--- config.mk ---
export PLATFORM = sky130hd
export DESIGN_NAME = mac_accumulator
export DESIGN_NICKNAME = d
export VERILOG_FILES = /design/src/rtl/mac_pkg.sv /design/src/rtl/mac_acc_adder.sv /design/src/rtl/mac_accumulator.sv
export SDC_FILE = /design/constraint.sdc
export NUM_CORES = 1
export LEC_CHECK = 0
export BUFFER_PORTS_ARGS = -buffer_cell sky130_fd_sc_hd__buf_4
export CORE_ASPECT_RATIO = 0.8
export CORE_MARGIN = 2
export CORE_UTILIZATION = 53
export CTS_BUF_LIST = sky130_fd_sc_hd__clkbuf_16
export CTS_CLUSTER_SIZE = 10
export DETAILED_ROUTE_END_ITERATION = 7
export PLACE_DENSITY_LB_ADDON = 0.3
export SLEW_MARGIN = 20
export SYNTH_ARGS = -nofsm -noshare
export SYNTH_HDL_FRONTEND = slang
export SYNTH_SLANG_ARGS = --single-unit
--- constraint.sdc ---
create_clock -name clk -period 3.3 [get_ports clk]
set_input_delay 0 -clock clk [delete_from_list [all_inputs] [get_ports clk]]
set_output_delay 0 -clock clk [all_outputs]
set_load 0.01 [all_outputs]
--- src/rtl/mac_pkg.sv ---
// Shared widths, types and frame-state encoding for the MAC accumulate stage.
package mac_pkg;

   localparam int MAC_PROD_W = 36;
   localparam int MAC_ACC_W  = 44;
   localparam int MAC_CNT_W  = 8;

   typedef logic [MAC_PROD_W-1:0] prod_t;
   typedef logic [MAC_ACC_W-1:0]  acc_t;
   typedef logic [MAC_CNT_W-1:0]  cnt_t;

   typedef enum logic {
      ST_FIRST = 1'b0,
      ST_RUN   = 1'b1
   } frame_state_t;

endpackage

--- src/rtl/mac_acc_adder.sv ---
// Combinational accumulate adder: acc + zext(prod) with carry out of ACC_W.
// MAC_SATURATE_EN: clamp the sum to all-ones on carry instead of wrapping.
module mac_acc_adder #(
   parameter int PROD_W = 36,
   parameter int ACC_W  = 44
) (
   input  logic [ACC_W-1:0]  acc,
   input  logic [PROD_W-1:0] prod,
   output logic [ACC_W-1:0]  sum,
   output logic              carry
);

   logic [ACC_W:0] raw;

   always_comb begin
      raw   = {1'b0, acc} + {{(ACC_W + 1 - PROD_W){1'b0}}, prod};
      carry = raw[ACC_W];
`ifdef MAC_SATURATE_EN
      sum   = carry ? {ACC_W{1'b1}} : raw[ACC_W-1:0];
`else
      sum   = raw[ACC_W-1:0];
`endif
   end

endmodule

--- src/rtl/mac_accumulator.sv ---
// Frame accumulator: sums product beats up to prod_last, registered valid/ready result.
// Optional MAC_SATURATE_EN selects clamping instead of modulo wrap (see mac_acc_adder).
//
//  state    | meaning
//  ST_FIRST | next accepted beat opens a new frame
//  ST_RUN   | frame in progress, beats add into acc
module mac_accumulator
   import mac_pkg::*;
#(
   parameter int PROD_W = MAC_PROD_W,
   parameter int ACC_W  = MAC_ACC_W,
   parameter int CNT_W  = MAC_CNT_W
) (
   input  logic              clk,
   input  logic              rst_n,
   input  logic [PROD_W-1:0] prod_in,
   input  logic              prod_valid,
   input  logic              prod_last,
   output logic              prod_ready,
   output logic [ACC_W-1:0]  acc_out,
   output logic [CNT_W-1:0]  term_count,
   output logic              overflow,
   output logic              acc_valid,
   input  logic              acc_ready
);

   logic [1:0]       rst_pipe;
   logic             rst_sync_n;
   frame_state_t     state, state_nxt;
   logic [ACC_W-1:0] acc, acc_base, sum;
   logic [CNT_W-1:0] cnt, cnt_nxt;
   logic             ovf, ovf_nxt, carry;
   logic             first, beat_acc;

   always_ff @(posedge clk or negedge rst_n) begin
      if (!rst_n) rst_pipe <= 2'b00;
      else        rst_pipe <= {rst_pipe[0], 1'b1};
   end
   assign rst_sync_n = rst_pipe[1];

   // Held low until reset release is synchronised so no beat is handshaken into held flops.
   assign prod_ready = rst_sync_n && (!acc_valid || acc_ready);
   assign beat_acc   = prod_valid && prod_ready;

   mac_acc_adder #(.PROD_W(PROD_W), .ACC_W(ACC_W)) u_adder (
      .acc   (acc_base),
      .prod  (prod_in),
      .sum   (sum),
      .carry (carry)
   );

   always_comb begin
      state_nxt = state;
      first     = (state == ST_FIRST);
      acc_base  = first ? '0 : acc;
      if (first)         cnt_nxt = CNT_W'(1);
      else if (&cnt)     cnt_nxt = cnt;
      else               cnt_nxt = cnt + 1'b1;
      ovf_nxt   = (!first && ovf) || carry;
      if (beat_acc) state_nxt = prod_last ? ST_FIRST : ST_RUN;
   end

   always_ff @(posedge clk or negedge rst_sync_n) begin
      if (!rst_sync_n) state <= ST_FIRST;
      else             state <= state_nxt;
   end

   always_ff @(posedge clk or negedge rst_sync_n) begin
      if (!rst_sync_n) begin
         acc <= '0;
         cnt <= '0;
         ovf <= 1'b0;
      end else if (beat_acc) begin
         acc <= sum;
         cnt <= cnt_nxt;
         ovf <= ovf_nxt;
      end
   end

   always_ff @(posedge clk or negedge rst_sync_n) begin
      if (!rst_sync_n) begin
         acc_out    <= '0;
         term_count <= '0;
         overflow   <= 1'b0;
         acc_valid  <= 1'b0;
      end else if (beat_acc && prod_last) begin
         acc_out    <= sum;
         term_count <= cnt_nxt;
         overflow   <= ovf_nxt;
         acc_valid  <= 1'b1;
      end else if (acc_ready) begin
         acc_valid  <= 1'b0;
      end
   end

endmodule

Word-level counts from Yosys, hierarchy flattened
Cells that the tools add are included.
Storage, ports and cells
  flip-flop bits (word level): 110
  bits in latches: 0
  RAM bits: 0
  bits in read-only memories: 0
  input port bits: 41
  output and inout bits: 55
  word-level logic and storage cells: 26
  memories kept: 0
Cells by class
  add/sub/neg operators: 2
  $mul: 0
  div/mod/pow operators: 0
  magnitude comparators: 0
  eq/ne operators: 0
  shift-type cells: 0
  muxes and demuxes: 6
  bitwise logic cells: 0
  reduce and logical (&&, ||, !) cells: 9
Operators with widths (number)
  44-bit by 36-bit adder with 45-bit output: 1
  44-bit 2-to-1 mux: 1
  8-bit 2-to-1 mux: 2
  8-bit by 1-bit adder with 8-bit output (second input constant): 1
  8-bit AND reduction: 1
  1-bit logical AND: 4
  1-bit 2-to-1 mux: 3
  1-bit logical OR: 2
  2-bit nonzero test: 1
  1-bit zero test: 1

Logic depth before layout (Yosys ltp)
Gate-level depths: netlist of run 1.
  depth after elaboration: 6
  mapped depth: 14

Modules after synthesis
Synthesis of run 1 repeated with hierarchy kept, for this count alone.
Unflattened totals
  cell total of the unflattened synthesis: 811
  area total of the unflattened synthesis: 7200.7 µm²
Modules (own cells, without submodules)
  mac_accumulator: times used 1, cells each 440, area each 4705.8 µm², seq. area each 2752.6 µm²
  mac_acc_adder: times used 1, cells each 371, area each 2494.9 µm², seq. area each 0.0 µm²

Worst setup path before layout of run 1
No wires, ideal clock.
  path type: reg2reg
  start point: register rst_pipe[1]
  end point: register state
  setup time: 0.131 ns
  arrival: 4.303 ns
  data required time: 3.169 ns
  path slack: -1.134 ns
  cell stages (with the launch flop): 8
  period minus slack after synthesis: 4.434 ns
  cell sequence: dfrtp_1 -> and3_1 -> buf_6 -> and2_1 -> clkbuf_1 -> clkbuf_1 -> clkbuf_1 -> nor2_1
On the way
  cells in the longest elaborated chain, start to end: 2
Ends and longest elaborated chain
  start: declaration: RTL line mac_accumulator.sv:27  | logic [1:0] rst_pipe;
  start signal: assignment: RTL line mac_accumulator.sv:37  | else rst_pipe <= {rst_pipe[0], 1'b1};
  1-bit logical AND: RTL line mac_accumulator.sv:42  | assign prod_ready = rst_sync_n && (!acc_valid || acc_ready);
  1-bit logical AND: RTL line mac_accumulator.sv:43  | assign beat_acc = prod_valid && prod_ready;
  end signal: assignment: RTL line mac_accumulator.sv:65  | else state <= state_nxt;
  end: declaration: RTL line mac_accumulator.sv:29  | frame_state_t state, state_nxt;
No other way between the ends.
A chain may end at the register's enable or synchronous reset.

Final worst setup path of run 1
  start point: register state
  end point: register acc[38]
On the way
  cells in the longest elaborated chain, start to end: 2
Ends and longest elaborated chain
  44-bit 2-to-1 mux: RTL line mac_accumulator.sv:55  | acc_base = first ? '0 : acc;
  44-bit by 36-bit adder with 45-bit output: RTL line mac_acc_adder.sv:16  | raw = {1'b0, acc} + {{(ACC_W + 1 - PROD_W){1'b0}}, prod};
  end signal: assignment: RTL line mac_accumulator.sv:74  | acc <= sum;
  end: declaration: RTL line mac_accumulator.sv:30  | logic [ACC_W-1:0] acc, acc_base, sum;
No other way between the ends.

==> results of run 1 <==
## what timing repair did
action,4_1_cts,5_1_grt
resized for setup,0,1
buffers inserted,0,2
endpoints found under the hold margin,5,0
endpoints found under the setup margin,0,17
hold buffers,4,0
## report_power, final
| part | internal, mW | switching, mW |
|---|---|---|
| Combinational | 1.60 | 1.95 |
| Clock | 0.677 | 0.532 |
| Sequential | 1.89 | 0.336 |
| Total | 4.17 | 2.82 |
## registers in the layout, indices dropped and copies added, names as in the netlist
register    count
rst_pipe        2
ovf             1
state           1
acc_out        44
overflow        1
acc            44
cnt             8
term_count      8
acc_valid       1
## Yosys cell counts (8+ instances only)
cell type / count / share of area (%)
clkbuf_1: 29 / 1.6
o211ai_1: 8 / 0.86
nand2_1: 202 / 11
and3_1: 8 / 0.72
buf_2: 8 / 0.58
xor2_1: 17 / 2.1
nand4_1: 16 / 1.4
inv_1: 9 / 0.49
a31oi_1: 15 / 1.3
dfrtp_1: 110 / 40
a21o_1: 9 / 0.97
a21oi_1: 58 / 4.2
nor2_1: 44 / 2.4
nand3_1: 21 / 1.5
o21bai_1: 9 / 0.97
o21ai_0: 43 / 3.1
and2_1: 42 / 3.8
ha_1: 37 / 6.7
xnor2_1: 18 / 2.3
mux2_2: 24 / 3.9
## layout by cell type (no fill, tap or decap), types with 3 or more instances in the layout
| cell type | Yosys | final |
|---|---|---|
| a211oi_1 | 6 | 5 |
| a21o_1 | 9 | 9 |
| a21oi_1 | 58 | 58 |
| a22o_1 | 3 | 3 |
| a31oi_1 | 15 | 15 |
| and2_1 | 42 | 41 |
| and2_2 | 2 | 3 |
| and3_1 | 8 | 7 |
| buf_4 | 1 | 122 |
| clkbuf_16 | 0 | 9 |
| dfrtp_1 | 110 | 109 |
| dlygate4sd3_1 | 0 | 4 |
| ha_1 | 37 | 37 |
| inv_1 | 9 | 9 |
| mux2_2 | 24 | 24 |
| nand2_1 | 202 | 202 |
| nand2b_1 | 4 | 4 |
| nand3_1 | 21 | 21 |
| nand4_1 | 16 | 16 |
| nor2_1 | 44 | 44 |
| nor2b_1 | 3 | 3 |
| nor3_1 | 5 | 5 |
| o2111ai_1 | 5 | 5 |
| o211ai_1 | 8 | 8 |
| o21a_1 | 6 | 6 |
| o21ai_0 | 43 | 43 |
| o21ai_1 | 7 | 7 |
| o21bai_1 | 9 | 9 |
| o31ai_1 | 4 | 4 |
| or4_1 | 3 | 3 |
| xnor2_1 | 18 | 18 |
| xor2_1 | 17 | 17 |
## final timing paths
| check | from | to | slack (ps) | cells past startpoint |
|---|---|---|---|---|
| min reg2reg | rst_pipe[1]$_DFF_PN0_ | term_count[6]$_DFFE_PN0P_ | 120 | 0 |
| max reg2reg | state$_DFFE_PN0P_ | acc[38]$_DFFE_PN0P_ | 170 | 14 |
| max in group asynchronous | rst_pipe[1]$_DFF_PN0_ | acc[16]$_DFFE_PN0P_ | 2090 | 1 |
| min | prod_in[1] | acc[1]$_DFFE_PN0P_ | 50 | 4 |
| min in group asynchronous | rst_pipe[1]$_DFF_PN0_ | term_count[6]$_DFFE_PN0P_ | 120 | 0 |
| max | state$_DFFE_PN0P_ | acc[38]$_DFFE_PN0P_ | 170 | 14 |
## worst min-delay path, stage by stage
cell     delay, ps
buf_4          100
fa_1           180
nand2_1         50
nand2_1         50
## through the flow
step | setup WS (ps) | hold slack, ps | power [mW] | cells | utilization (%)
6_report | 170 | 48.7 | 6.99 | 1093 | 64.7
5_1_grt | 1.56 | 58.9 | 7.54 | 1093 | 64.7
4_1_cts | 92.2 | 40.3 | 6.95 | 1091 | 64.4
3_5_place_dp | 132 | -190 | 5.70 | 1071 | 61.5
3_3_place_gp | 179 | -190 | 5.63 | 1071 | 61.5
2_1_floorplan | 30.4 | -296 | 4.57 | 819 | -
## layout make-up
type	instances	area [um2]
clock inverters	7	103
fillers	1125	4530
multi-input cells	656	3980
clock buffers	9	225
inverters	9	33.8
repair buffers	127	976
well taps	175	219
flip-flops and latches	110	2760
## logic make-up (layout without fill, tap and decap cells)
family,Yosys count,after routing
flip-flops,110,110
AO/OA/AOI/OAI,192,192
multiplexers,26,26
other,1,1
buffers and inverters,53,152
adder cells (fa/ha/maj),38,38
AND/OR/NAND/NOR,364,364
XOR/XNOR,35,35
## layer usage
| metal | routed length (um) | vias to the layer above |
|---|---|---|
| met4 | 186 | 0 |
| met5 | 0 | - |
| li1 | - | 3047 |
| met1 | 8590 | 2933 |
| met3 | 945 | 18 |
| met2 | 7310 | 178 |
==> results.yml, run 1 <==
setup_path:
  crit_path_start_kind: "flop"
  crit_family: "compound AO/OA/AOI/OAI gates"
  slowest_stage: "fa_1"
  endpoint_kind: "flop"
  worst_ep_arrival_time_ps: 3400
  crit_required_ps: 3570
  path_max_fanout: 15
  crit_path_max_incr_delay_ps: 450
  crit_type: "reg -> reg"
  crit_chain: "buf_4, and2_1, ha_1, fa_1, a211oi_2, buf_4, o21ai_0, a22oi_1, a211oi_2, nor2_2, o31ai_4, buf_12, a21bo_2, a31oi_1"
  worstPathBufferInverterCount: 3
detailed_routing:
  ant_nets: 0
  routedWlPerCell_um: 15.6
  vias: 6176
  drtIter0Drc: 483
  via_per_inst: 5.65
  drt_first_pass_iters: 5
  wl_um: 17000
  drc: 0
clock_network:
  clk_pin_slew_ps: 80
  clock_sinks: 110
  clock_latency_ps: 360
  cts_tree: "yes"
  cts_buffers: 9
  clockRootBuffer: "clkbuf_16"
  h-tree-depth: 3
  clock_path_buffers: 2
timing:
  max_freq_mhz: 320
  setup_viol: 0
  min_period_ps: 3130
  slew_viol_final: 0
  fin_setup_tns_ps: 0
  fin_skew_ps: 8.61
  slew_headroom_pct: 41.0
  rsz0062_at_grt: "false"
  tightestPinTransition_ps: 885
  hold_viol: 0
  fin_crit_sh_pct: 94.8
layout:
  fin_area_mm2: 0.00829
  drive_above_1_share_pct: 20.2
  finalNetCount: 992
  antenna_cells: 0
  syn2layout_area_growth_pct: 19.1
status:
  status: "completed"
logic_synthesis:
  synth_compound_area_share_pct: 17.5
  postSynthCellCount: 819
  synthMuxAreaShare_pct: 4.17
  synth_edf_count: 0
  synth.distinct_cells: 67
  yosysWarnings: 0
  synth_top_family_by_area: "simple AND/OR/NAND/NOR gates"
  syn_avg_cell_area_um2: 8.50
  yosys.area_share.simple_pct: 23.9
  synthXorXnorAreaFrac_pct: 4.40
  ys_ff_latch: 110
  synthesis.area_mm2: 0.00696
  synthAdderAreaFrac_pct: 6.94
  synth_nets: 898
  async_flop_share_pct: 100
  ys_seq_area_share_pct: 39.5
  synthFlopType: "dfrtp_1"
die:
  coreArea_mm2: 0.0128
  start_util_pct: 54.3
  fp.dieH_um: 107
  dieArea_mm2: 0.0141
  top_level_ports: 96
  die_x_um: 132
  num_rows: 37
global_routing:
  use_met1_pct: 38.1
  groute.layer.met2.usage_pct: 36.8
  busiest_layer: "met1"
  grt_antenna_before_repair: 0
  grt_pass1_wl_um: 28500
  grt_pass1_vias: 5721
  overflow: 0
  groute.usage.overall_pct: 25.0
  grt_max_degree: 69
  use_met3_pct: 4.82
pwr:
  peakVddDrop_v: 0.000447
  p_leak_nw: 3.93
  power.density_mw_per_mm2: 843
place:
  hpwl_um: 12500
  dpl_cell_area_mm2: 0.00789
  gp_congestion: 0.950
  io_buffer_count: 95
hold_path:
  hold_path.class: "in -> reg"
job:
  max_cap_viol_count: 0
Note: power is estimated with default switching activity, not from simulation.
==> run 2: changes to the inputs <==
Settings changed: SYNTH_HIERARCHICAL set to 1.
==> results.yml, run 2 <==
detailed_routing:
  wl_um: 18300
  routedWlPerCell_um: 16.7
  drt_first_pass_iters: 5
  vias: 6273
  drtIter0Drc: 477
  drc: 0
  via_per_inst: 5.72
  ant_nets: 0
logic_synthesis:
  synthMuxAreaShare_pct: 7.18
  synth_area_leaders: "dfrtp_1, nand2_1, mux2_2"
  ys_ff_latch: 110
  synth_edf_count: 0
  synthFlopType: "dfrtp_1"
  synthXorXnorAreaFrac_pct: 3.89
  synthTopCellsByCount: "nand2_1, dfrtp_1, and2_1, a21oi_1, mux2_2"
  netlist.area_leader.share_pct: 38.2
  synth_top_family_by_area: "simple AND/OR/NAND/NOR gates"
  ys_seq_area_share_pct: 38.2
  yosysMostFrequentCell: "nand2_1"
  synth.distinct_cells: 76
  synth_compound_area_share_pct: 16.5
  yosys.area_share.simple_pct: 23.8
  synthAdderAreaFrac_pct: 6.71
  synthesis.area_mm2: 0.00720
  syn_avg_cell_area_um2: 8.88
  postSynthCellCount: 811
  synth_top_cell_by_area: "dfrtp_1"
  synth_nets: 890
  async_flop_share_pct: 100
  yosysWarnings: 6
setup_path:
  path_max_fanout: 27
  crit_required_ps: 3540
  worst_ep_arrival_time_ps: 3420
  r2r_start: "state$_DFFE_PN0P_"
  crit_path_start_kind: "flop"
  endpoint_kind: "flop"
  crit_start: "state$_DFFE_PN0P_"
  crit_type: "reg -> reg"
timing:
  min_period_ps: 3180
  fin_crit_sh_pct: 96.3
  setup_viol: 0
  hold_ws_ps: 62.3
  tightestPinTransition_ps: 888
  fin_skew_ps: 9.33
  slew_headroom_pct: 40.8
  hold_viol: 0
  max_freq_mhz: 315
  slew_viol_final: 0
die:
  dieArea_mm2: 0.0145
  top_level_ports: 96
  die_x_um: 134
  fp.dieH_um: 108
  coreArea_mm2: 0.0134
  num_rows: 38
  start_util_pct: 53.7
clock_network:
  clock_latency_ps: 360
  h-tree-depth: 3
  clock_sinks: 110
  clk_pin_slew_ps: 80
  cts_buffers: 9
  clock_path_buffers: 2
  cts_tree: "yes"
  clockRootBuffer: "clkbuf_16"
place:
  place_inst: 1075
  hpwl_um: 13500
  gp_congestion: 0.945
  io_buffer_count: 95
layout:
  final_cells: 1097
  final_common_cell: "nand2_1"
  fillers: 1140
  antenna_cells: 0
  multi_input_area_mm2: 0.00428
  drive_above_1_share_pct: 25.1
  most-common-layout-cells: "nand2_1, buf_4, dfrtp_1, and2_1, a21oi_1"
  final-seq-area_mm2: 0.00276
  syn2layout_area_growth_pct: 20.0
  largestRegisters: "acc x44, acc_out x44"
  finalNetCount: 991
global_routing:
  groute.usage.overall_pct: 26.1
  grt_pass1_vias: 6015
  grt_pass1_wl_um: 30400
  grt_max_degree: 66
  grt_antenna_before_repair: 0
  overflow: 0
pwr:
  power_frac_clock_pct: 15.7
  p_comb_share_pct: 52.7
  power_switching_mw: 2.82
  peakVddDrop_v: 0.000361
  swShare_pct: 41.0
  p_leak_nw: 4.19
  power.density_mw_per_mm2: 796
  seqPwrFrac_pct: 31.7
  intPower_mw: 4.05
hold_path:
  hold_path.class: "in -> reg"
  hold_start: "prod_in[1]"
job:
  max_cap_viol_count: 0
status:
  status: "completed"
[run 2: worst paths after layout]
kind | endpoint | slack [ps] | cells past startpoint
min in group asynchronous | acc[0]$_DFFE_PN0P_ | 440 | 1
min reg2reg | rst_pipe[1]$_DFF_PN0_ | 350 | 0
max in group asynchronous | acc[18]$_DFFE_PN0P_ | 1590 | 2
max reg2reg | acc_out[43]$_DFFE_PN0P_ | 120 | 11
min | acc[1]$_DFFE_PN0P_ | 60 | 4
max | acc_out[43]$_DFFE_PN0P_ | 120 | 11
[run 2: timing repair]
item	CTS	global route
gates resized for setup	0	21
endpoints found under the setup margin	0	31
hold buffers	5	0
endpoints found under the hold margin	5	0
buffers inserted	0	1
[run 2: per-stage QoR]
step | setup TNS [ps] | util, % | setup WS [ps] | instance area (um2) | total power, mW
finish | 0 | 64.4 | 121 | 8640 | 6.88
global route | -3.47 | 64.4 | -3.47 | 8640 | 7.39
CTS | 0 | 63.6 | 17.1 | 8530 | 6.79
detailed placement | 0 | 61.0 | 51.7 | 8190 | 5.68
global placement | 0 | 61.0 | 117 | 8190 | 5.62
floorplan | 0 | - | 117 | 7200 | 4.48
[run 2: logic make-up (layout without fill, tap and decap cells)]
| logic type | count (synthesis) | after routing |
|---|---|---|
| fa+ha+maj | 38 | 38 |
| mux | 46 | 46 |
| compound gates | 176 | 176 |
| xor+xnor | 32 | 32 |
| buf+inv | 54 | 160 |
| simple gates | 354 | 354 |
| other cells | 1 | 1 |
| flops | 110 | 110 |
[run 2: power by group through the flow]
| stage | combinational, mW | sequential, mW | clock (mW) |
|---|---|---|---|
| 6_report | 3.62 | 2.18 | 1.08 |
| 5_1_grt | 4.00 | 2.24 | 1.15 |
| 4_1_cts | 3.51 | 2.17 | 1.10 |
| 3_5_place_dp | 3.49 | 2.19 | 0 |
| 3_3_place_gp | 3.44 | 2.18 | 0 |
| 2_1_floorplan | 2.25 | 2.23 | 0 |
[run 2: per-layer routing]
layer / part of all wire [%] / up-vias / global-route usage, %
li1: - / 3061 / -
met1: 50 / 2995 / 40.7
met3: 6.0 / 23 / 4.36
met4: 1.3 / 0 / 5.56
met5: 0 / - / 0
met2: 43 / 194 / 38.2
[run 2: layout make-up]
cell class / count / area share, %
repair buffers: 132 / 11.9
multi-input cells: 647 / 49.6
clock buffers: 9 / 2.61
inverters: 12 / 0.521
flip-flops and latches: 110 / 31.9
well taps: 180 / 2.61
clock inverters: 7 / 0.825
[run 2: worst max-delay path, stage by stage, from the launching register on]
cell and delay (ps):
dfrtp_2 450, buf_12 180, and2_1 140, ha_1 330, a21o_1 190, a21o_1 170, a21o_1 210, a311o_1 480
a21oi_2 270, o31ai_1 90, a311o_1 290, mux2_2 260
